**config.mk**
```make
export PLATFORM = sky130hd
export DESIGN_NAME = alu_op_dispatcher_flat
export DESIGN_NICKNAME = d
export VERILOG_FILES = /design/src/rtl/alu_op_dispatcher_if.sv /design/src/rtl/alu_op_dispatcher.sv /design/src/flat_wrapper.sv
export SDC_FILE = /design/constraint.sdc
export NUM_CORES = 1
export LEC_CHECK = 0
export ABC_AREA = 1
export BUFFER_PORTS_ARGS = -buffer_cell sky130_fd_sc_hd__buf_2
export CAP_MARGIN = 0
export CORE_ASPECT_RATIO = 1.25
export CORE_MARGIN = 2
export CORE_UTILIZATION = 35
export DETAILED_ROUTE_END_ITERATION = 6
export PLACE_DENSITY = 0.62
export SETUP_SLACK_MARGIN = 0.4
export SYNTH_ARGS = -nofsm -noshare
export SYNTH_HDL_FRONTEND = slang
export SYNTH_SLANG_ARGS = --single-unit
export TNS_END_PERCENT = 10
```
**constraint.sdc**
```tcl
create_clock -name clk -period 4.9 [get_ports clk]
set_input_delay 0.49 -clock clk [delete_from_list [all_inputs] [get_ports clk]]
set_output_delay 0.49 -clock clk [all_outputs]
set_load 0.01 [all_outputs]
```
**src/rtl/alu_op_dispatcher_if.sv**
```systemverilog
// alu_op_dispatcher_if
// Groups the command and response handshake bundles of the ALU op dispatcher.
//
// Signals:
//   cmd_valid / cmd_ready          command handshake (sequencer -> dispatcher)
//   cmd_opcode, cmd_a, cmd_b,      command payload: ALU opcode, operands,
//   cmd_shift, cmd_tag             rotate amount and a tag returned with the result
//   rsp_valid / rsp_ready          response handshake (dispatcher -> consumer)
//   rsp_result, rsp_flags,         response payload: result, {carry, zero, sign},
//   rsp_tag, rsp_err               tag, and the illegal-opcode marker
//
// Modports:
//   master  sequencer/consumer side (drives commands, accepts responses)
//   slave   dispatcher side
interface alu_op_dispatcher_if #(
   parameter int WIDTH = 32,
   parameter int TAG_W = 4
);

   logic             cmd_valid;
   logic             cmd_ready;
   logic [3:0]       cmd_opcode;
   logic [WIDTH-1:0] cmd_a;
   logic [WIDTH-1:0] cmd_b;
   logic [4:0]       cmd_shift;
   logic [TAG_W-1:0] cmd_tag;

   logic             rsp_valid;
   logic             rsp_ready;
   logic [WIDTH-1:0] rsp_result;
   logic [2:0]       rsp_flags;
   logic [TAG_W-1:0] rsp_tag;
   logic             rsp_err;

   modport master (
      output cmd_valid, cmd_opcode, cmd_a, cmd_b, cmd_shift, cmd_tag, rsp_ready,
      input  cmd_ready, rsp_valid, rsp_result, rsp_flags, rsp_tag, rsp_err
   );

   modport slave (
      input  cmd_valid, cmd_opcode, cmd_a, cmd_b, cmd_shift, cmd_tag, rsp_ready,
      output cmd_ready, rsp_valid, rsp_result, rsp_flags, rsp_tag, rsp_err
   );

endinterface

```
**src/rtl/alu_op_dispatcher.sv**
```systemverilog
// alu_op_dispatcher
// Issue stage in front of the pipelined ALU. Tagged commands are buffered in a
// command FIFO and issued one per cycle onto registered ALU operand/opcode
// ports. The ALU has no valid output, so a valid/tag delay line follows each
// operation through the ALU latency; when it emerges, the ALU result and flags
// are captured into a response FIFO. Issue is credit-limited (in flight plus
// queued responses never exceed RSP_DEPTH), so a captured result is never lost.
//
// Ports:
//   clk, rst            clock; synchronous active-high reset
//   bus (slave)         command handshake in, response handshake out
//   alu_opcode,         registered ALU opcode / operands / rotate amount
//   alu_input1/2,
//   alu_shiftValue
//   alu_result,         ALU result register and its flags
//   alu_carry/zero/sign
//   busy                any command queued, in flight or awaiting pop
//
// Optional feature: define ALU_DISP_OPCHECK_EN to flag opcodes above 7 with
// rsp_err = 1 (they are still issued). Without it rsp_err is tied to 0.
module alu_op_dispatcher #(
   parameter int WIDTH     = 32,
   parameter int CMD_DEPTH = 4,
   parameter int RSP_DEPTH = 4,
   parameter int ALU_LAT   = 2,
   parameter int TAG_W     = 4
) (
   input  logic             clk,
   input  logic             rst,
   alu_op_dispatcher_if.slave bus,
   output logic [3:0]       alu_opcode,
   output logic [WIDTH-1:0] alu_input1,
   output logic [WIDTH-1:0] alu_input2,
   output logic [4:0]       alu_shiftValue,
   input  logic [WIDTH-1:0] alu_result,
   input  logic             alu_carry,
   input  logic             alu_zero,
   input  logic             alu_sign,
   output logic             busy
);

   localparam int CA = $clog2(CMD_DEPTH);
   localparam int RA = $clog2(RSP_DEPTH);
   localparam int DL = ALU_LAT + 1;
   localparam logic [RA:0] RSP_DEPTH_C = (RA+1)'(RSP_DEPTH);

   // Command FIFO storage and pointers (extra MSB is the wrap bit)
   logic [3:0]       cmd_op_mem  [CMD_DEPTH];
   logic [WIDTH-1:0] cmd_a_mem   [CMD_DEPTH];
   logic [WIDTH-1:0] cmd_b_mem   [CMD_DEPTH];
   logic [4:0]       cmd_sh_mem  [CMD_DEPTH];
   logic [TAG_W-1:0] cmd_tag_mem [CMD_DEPTH];
   logic [CA:0]      cmd_wr_ptr;
   logic [CA:0]      cmd_rd_ptr;
   logic [CA-1:0]    cmd_wr_idx;
   logic [CA-1:0]    cmd_rd_idx;
   logic             cmd_empty;
   logic             cmd_full;
   logic             cmd_push;

   // Response FIFO storage and pointers
   logic [WIDTH-1:0] rsp_res_mem  [RSP_DEPTH];
   logic [2:0]       rsp_flag_mem [RSP_DEPTH];
   logic [TAG_W-1:0] rsp_tag_mem  [RSP_DEPTH];
   logic [RA:0]      rsp_wr_ptr;
   logic [RA:0]      rsp_rd_ptr;
   logic [RA-1:0]    rsp_wr_idx;
   logic [RA-1:0]    rsp_rd_idx;
   logic             rsp_empty;
   logic             rsp_pop;

   // Issue control, delay line and credits
   logic             issue;
   logic             capture;
   logic [DL-1:0]    dl_valid;
   logic [TAG_W-1:0] dl_tag [DL];
   logic [RA:0]      credit_cnt;

   assign cmd_wr_idx = cmd_wr_ptr[CA-1:0];
   assign cmd_rd_idx = cmd_rd_ptr[CA-1:0];
   assign cmd_empty  = (cmd_wr_ptr == cmd_rd_ptr);
   assign cmd_full   = (cmd_wr_ptr[CA] != cmd_rd_ptr[CA]) && (cmd_wr_idx == cmd_rd_idx);
   assign cmd_push   = bus.cmd_valid & ~cmd_full;

   assign rsp_wr_idx = rsp_wr_ptr[RA-1:0];
   assign rsp_rd_idx = rsp_rd_ptr[RA-1:0];
   assign rsp_empty  = (rsp_wr_ptr == rsp_rd_ptr);
   assign rsp_pop    = ~rsp_empty & bus.rsp_ready;

   // The credit counter covers both in-flight ops and queued responses, so a
   // capture moving an op from one to the other leaves it unchanged. A pop only
   // frees a credit from the following cycle because the counter is registered.
   assign issue   = ~cmd_empty & (credit_cnt < RSP_DEPTH_C);
   assign capture = dl_valid[DL-1];

   assign bus.cmd_ready  = ~cmd_full;
   assign bus.rsp_valid  = ~rsp_empty;
   assign bus.rsp_result = rsp_empty ? '0 : rsp_res_mem[rsp_rd_idx];
   assign bus.rsp_flags  = rsp_empty ? '0 : rsp_flag_mem[rsp_rd_idx];
   assign bus.rsp_tag    = rsp_empty ? '0 : rsp_tag_mem[rsp_rd_idx];
   assign busy           = ~cmd_empty | (|dl_valid) | ~rsp_empty;

   // Command FIFO payload write; entries need no reset since pointers gate them
   always_ff @(posedge clk) begin
      if (cmd_push) begin
         cmd_op_mem[cmd_wr_idx]  <= bus.cmd_opcode;
         cmd_a_mem[cmd_wr_idx]   <= bus.cmd_a;
         cmd_b_mem[cmd_wr_idx]   <= bus.cmd_b;
         cmd_sh_mem[cmd_wr_idx]  <= bus.cmd_shift;
         cmd_tag_mem[cmd_wr_idx] <= bus.cmd_tag;
      end
   end

   // Command FIFO pointers: push on handshake, pop on issue
   always_ff @(posedge clk) begin
      if (rst) begin
         cmd_wr_ptr <= '0;
         cmd_rd_ptr <= '0;
      end else begin
         if (cmd_push) cmd_wr_ptr <= cmd_wr_ptr + (CA+1)'(1);
         if (issue)    cmd_rd_ptr <= cmd_rd_ptr + (CA+1)'(1);
      end
   end

   // ALU operand registers load the FIFO head on issue and otherwise hold
   always_ff @(posedge clk) begin
      if (rst) begin
         alu_opcode     <= '0;
         alu_input1     <= '0;
         alu_input2     <= '0;
         alu_shiftValue <= '0;
      end else if (issue) begin
         alu_opcode     <= cmd_op_mem[cmd_rd_idx];
         alu_input1     <= cmd_a_mem[cmd_rd_idx];
         alu_input2     <= cmd_b_mem[cmd_rd_idx];
         alu_shiftValue <= cmd_sh_mem[cmd_rd_idx];
      end
   end

   // Delay line: ALU_LAT+1 stages so an op issued at edge E reaches the output
   // stage after E+ALU_LAT, when its ALU result is stable, and is captured at
   // E+ALU_LAT+1. Idle cycles shift in a zero valid bit.
   always_ff @(posedge clk) begin
      if (rst) begin
         dl_valid <= '0;
         for (int i = 0; i < DL; i++) dl_tag[i] <= '0;
      end else begin
         dl_valid  <= {dl_valid[DL-2:0], issue};
         dl_tag[0] <= cmd_tag_mem[cmd_rd_idx];
         for (int i = 1; i < DL; i++) dl_tag[i] <= dl_tag[i-1];
      end
   end

   // Credit counter: +1 per issue, -1 per response pop
   always_ff @(posedge clk) begin
      if (rst) begin
         credit_cnt <= '0;
      end else begin
         case ({issue, rsp_pop})
            2'b10:   credit_cnt <= credit_cnt + (RA+1)'(1);
            2'b01:   credit_cnt <= credit_cnt - (RA+1)'(1);
            default: credit_cnt <= credit_cnt;
         endcase
      end
   end

   // Response FIFO payload write; flags pass straight through as {carry, zero, sign}
   always_ff @(posedge clk) begin
      if (capture) begin
         rsp_res_mem[rsp_wr_idx]  <= alu_result;
         rsp_flag_mem[rsp_wr_idx] <= {alu_carry, alu_zero, alu_sign};
         rsp_tag_mem[rsp_wr_idx]  <= dl_tag[DL-1];
      end
   end

   // Response FIFO pointers: push on capture, pop on handshake
   always_ff @(posedge clk) begin
      if (rst) begin
         rsp_wr_ptr <= '0;
         rsp_rd_ptr <= '0;
      end else begin
         if (capture) rsp_wr_ptr <= rsp_wr_ptr + (RA+1)'(1);
         if (rsp_pop) rsp_rd_ptr <= rsp_rd_ptr + (RA+1)'(1);
      end
   end

`ifdef ALU_DISP_OPCHECK_EN
   // Illegal-opcode marker: any opcode above 7 has bit 3 set. It rides the
   // delay line next to the tag and is stored with the response.
   logic [DL-1:0] dl_err;
   logic          rsp_err_mem [RSP_DEPTH];

   always_ff @(posedge clk) begin
      if (rst) begin
         dl_err <= '0;
      end else begin
         dl_err <= {dl_err[DL-2:0], cmd_op_mem[cmd_rd_idx][3]};
      end
   end

   always_ff @(posedge clk) begin
      if (capture) rsp_err_mem[rsp_wr_idx] <= dl_err[DL-1];
   end

   assign bus.rsp_err = ~rsp_empty & rsp_err_mem[rsp_rd_idx];
`else
   assign bus.rsp_err = 1'b0;
`endif

endmodule
```
**src/flat_wrapper.sv**
```systemverilog
// flat-port wrapper written by rule: the top's interface ports become plain ports
module alu_op_dispatcher_flat 
#(
   parameter int WIDTH     = 32,
   parameter int CMD_DEPTH = 4,
   parameter int RSP_DEPTH = 4,
   parameter int ALU_LAT   = 2,
   parameter int TAG_W     = 4
)
  (clk, rst, alu_opcode, alu_input1, alu_input2, alu_shiftValue, alu_result, alu_carry, alu_zero, alu_sign, busy, bus_cmd_valid, bus_cmd_opcode, bus_cmd_a, bus_cmd_b, bus_cmd_shift, bus_cmd_tag, bus_rsp_ready, bus_cmd_ready, bus_rsp_valid, bus_rsp_result, bus_rsp_flags, bus_rsp_tag, bus_rsp_err);
  alu_op_dispatcher_if #(.WIDTH(WIDTH), .TAG_W(TAG_W)) bus_i ();
  input  logic clk;
  input  logic rst;
  output logic [3:0] alu_opcode;
  output logic [WIDTH-1:0] alu_input1;
  output logic [WIDTH-1:0] alu_input2;
  output logic [4:0] alu_shiftValue;
  input  logic [WIDTH-1:0] alu_result;
  input  logic alu_carry;
  input  logic alu_zero;
  input  logic alu_sign;
  output logic busy;
  input wire logic [$bits(bus_i.cmd_valid)-1:0] bus_cmd_valid;
  input wire logic [$bits(bus_i.cmd_opcode)-1:0] bus_cmd_opcode;
  input wire logic [$bits(bus_i.cmd_a)-1:0] bus_cmd_a;
  input wire logic [$bits(bus_i.cmd_b)-1:0] bus_cmd_b;
  input wire logic [$bits(bus_i.cmd_shift)-1:0] bus_cmd_shift;
  input wire logic [$bits(bus_i.cmd_tag)-1:0] bus_cmd_tag;
  input wire logic [$bits(bus_i.rsp_ready)-1:0] bus_rsp_ready;
  output wire logic [$bits(bus_i.cmd_ready)-1:0] bus_cmd_ready;
  output wire logic [$bits(bus_i.rsp_valid)-1:0] bus_rsp_valid;
  output wire logic [$bits(bus_i.rsp_result)-1:0] bus_rsp_result;
  output wire logic [$bits(bus_i.rsp_flags)-1:0] bus_rsp_flags;
  output wire logic [$bits(bus_i.rsp_tag)-1:0] bus_rsp_tag;
  output wire logic [$bits(bus_i.rsp_err)-1:0] bus_rsp_err;
  assign bus_i.cmd_valid = bus_cmd_valid;
  assign bus_i.cmd_opcode = bus_cmd_opcode;
  assign bus_i.cmd_a = bus_cmd_a;
  assign bus_i.cmd_b = bus_cmd_b;
  assign bus_i.cmd_shift = bus_cmd_shift;
  assign bus_i.cmd_tag = bus_cmd_tag;
  assign bus_i.rsp_ready = bus_rsp_ready;
  assign bus_cmd_ready = bus_i.cmd_ready;
  assign bus_rsp_valid = bus_i.rsp_valid;
  assign bus_rsp_result = bus_i.rsp_result;
  assign bus_rsp_flags = bus_i.rsp_flags;
  assign bus_rsp_tag = bus_i.rsp_tag;
  assign bus_rsp_err = bus_i.rsp_err;
  alu_op_dispatcher #(.WIDTH(WIDTH), .CMD_DEPTH(CMD_DEPTH), .RSP_DEPTH(RSP_DEPTH), .ALU_LAT(ALU_LAT), .TAG_W(TAG_W)) u_core (.clk(clk), .rst(rst), .bus(bus_i), .alu_opcode(alu_opcode), .alu_input1(alu_input1), .alu_input2(alu_input2), .alu_shiftValue(alu_shiftValue), .alu_result(alu_result), .alu_carry(alu_carry), .alu_zero(alu_zero), .alu_sign(alu_sign), .busy(busy));
endmodule
```
==> flow_summary.ini <==
[status]
status = finished clean

[clock_network]
cts_sinks = 571
cts-buffers-inserted = 54
cts_max_path_buffers = 3
path_clk_slew_ns = 0.06
cts-resized-gates = 0
clkLatencyLatePin_ns = 0.63
clockRootBuffer = clkbuf_16
htree_num_levels = 2
hold_buffers = 0
cts_tree = done
post_cts_buffers = 0

[power_and_ir_drop]
p_per_area_mw_per_mm2 = 546
finalPower_mw = 13.9
vdd_drop_max_v = 0.000356
power_leakage_nw = 9.57

[synthesis]
async_flop_share = 0
yosys-top-cells-count = 498 x nor2_1, 464 x edfxtp_1, 238 x o21ai_0
synth_top_area_share = 0.641
ys_warn_count = 0
synth_edf_count = 464
ys_seq_area_frac = 0.739
yosys.cell_types.count = 24
synth_nets = 1995
syn_area_per_cell_um2 = 11.7
synth_area_mm2 = 0.0218
synth.area.top_cells = edfxtp_1 64%, dfxtp_1 9.8%, nor2_1 8.6%, o21ai_0 5.5%, nand2_1 3.1%
synth_area_leader_cell = edfxtp_1
ys_seq_elements = 571
yosysMostFrequentCell = nor2_1
syn_inst = 1867
synthFlopType = edfxtp_1

[sta]
fin_crit_sh = 0.748
skew_ns = 0.0403
holdWs_ns = 0.0749
tightestPinTransition_ns = 1.22
rsz0062_at_grt = no
slew_violations = 0
maxSlewHeadroom = 0.185
setup_viol = 0
layout_min_cycle_time_ns = 3.67
hold_violations = 0
finalSetupTns_ns = 0
fmax_ghz = 0.273

[global_route]
antenna_found_initial = 18
grt_pass1_wl_um = 74200
grt_pass1_vias = 13600
grt_overflow_total = 0
grt_max_degree = 90
grt_use_total = 0.149

[die]
rows = 102
io_pins = 232
die_width_um = 227
die_height_um = 283
start_util = 0.352
coreArea_mm2 = 0.0618
die_area_mm2 = 0.0642

[finish]
final_nets = 2201
final_area_mm2 = 0.0255
fillers = 5880
final_util = 0.413
drive_above_1_share = 0.169
area_delta_synth_final_pct = 17.4

[routing]
routed_wl_um = 48800
antenna_left = 0
drt_iter0_markers = 825
wl_per_cell_um = 16.5
vias = 14000
drt_first_pass_iters = 5
viasPerCell = 4.72
drc = 0

[critical_path]
cp_max_fo = 72
required_ns = 5.22
criticalPathCategory = register to register
start_kind = register
worstRegToRegCells = 7
worst_ep_arrival_time_ns = 3.99
worstSetupEndpointType = register

[min_path]
hp-class = primary input to register
min_path_cells = 1

[job]
drv_cap = 0

[placement]
hpwlAfterDp_um = 27800
gp_congestion = 0.741
portBuffers = 230
placed_area_mm2 = 0.0237
[per-layer routing]
layer / up-vias / track usage / share of wire
li1: 6803 / - / -
met1: 6695 / 0.173 / 0.41
met2: 331 / 0.262 / 0.50
met3: 108 / 0.0421 / 0.064
met4: 22 / 0.0525 / 0.028
met5: - / 0 / 0.0033
[worst max-delay path: stages, from the launching register on]
cell and delay [ns]:
dfxtp_4 0.77, inv_4 0.43, nand2_1 0.21, nand2_2 0.09, nand3_1 0.19, nand2_1 0.28, nor2_4 0.97, buf_4 0.38
[cell families (layout without fill, tap and decap cells)]
family	count (synthesis)	count (layout)	synth area share
adders and majority gates	12	12	0.00725
DFF	571	571	0.739
buffers and inverters	224	474	0.0433
other	1	7	0.000172
and+or+nand+nor	691	691	0.121
xor gates and xnor gates	2	2	0.000805
AOI/OAI and AO/OA	366	366	0.0884
[placed cells by master, fill, tap and decap left out, drive strengths merged]
cell      count
diode         6
dfxtp       107
conb          1
clkinvlp      2
ha           11
inv         116
xor2          1
a21oi        55
fa            1
buf         256
nand3        10
xnor2         1
nor2        498
o22ai        73
nand4         1
bufinv        6
clkbuf       68
o21ai       238
edfxtp      464
nand2       180
nand3b        2
clkinv       26
[flip-flops by register name, summed over array words and instances, names as in the netlist, 20 cells and up, named ones only]
name,cells
u_core.cmd_b_mem,128
u_core.cmd_sh_mem,20
u_core.rsp_res_mem,128
u_core.cmd_a_mem,128
u_core.alu_input2,32
u_core.alu_input1,32
[worst paths after layout]
path / from / end / slack, ns
max reg2reg: u_core.cmd_rd_ptr[0] / u_core.cmd_b_mem[3][12] / 1.23
min reg2reg: u_core.dl_tag[0][4] / u_core.dl_tag[0][8] / 0.40
min: bus_cmd_shift[1] / u_core.cmd_sh_mem[0][1] / 0.07
max: u_core.cmd_rd_ptr[0] / u_core.cmd_b_mem[3][12] / 1.23
[report_power, final]
group          total (mW)  internal, mW  switching [mW]
sequential           6.07          5.77           0.298
combinational        3.65          1.17            2.48
clock                4.21          2.41            1.80
total                13.9          9.35            4.58
[layout make-up]
class	instances	area, µm²	share of cell area
sequential	571	16100	0.630
multi-input combinational	1072	4770	0.187
clock buffer	68	1430	0.0562
timing repair buffer	256	1370	0.0537
tap	832	1040	0.0408
inverter	118	447	0.0175
clock inverter	32	374	0.0147
antenna	6	15.0	0.000588
[stage by stage]
step                      std cells  setup slack (ns)
final                          2955              1.23
after global routing           2952             0.938
after detailed placement       2849              1.16
after floorplan                1867             0.143
after CTS                      2949              1.17
after global placement         2849              1.22
Power figures use the tool's default switching activity.
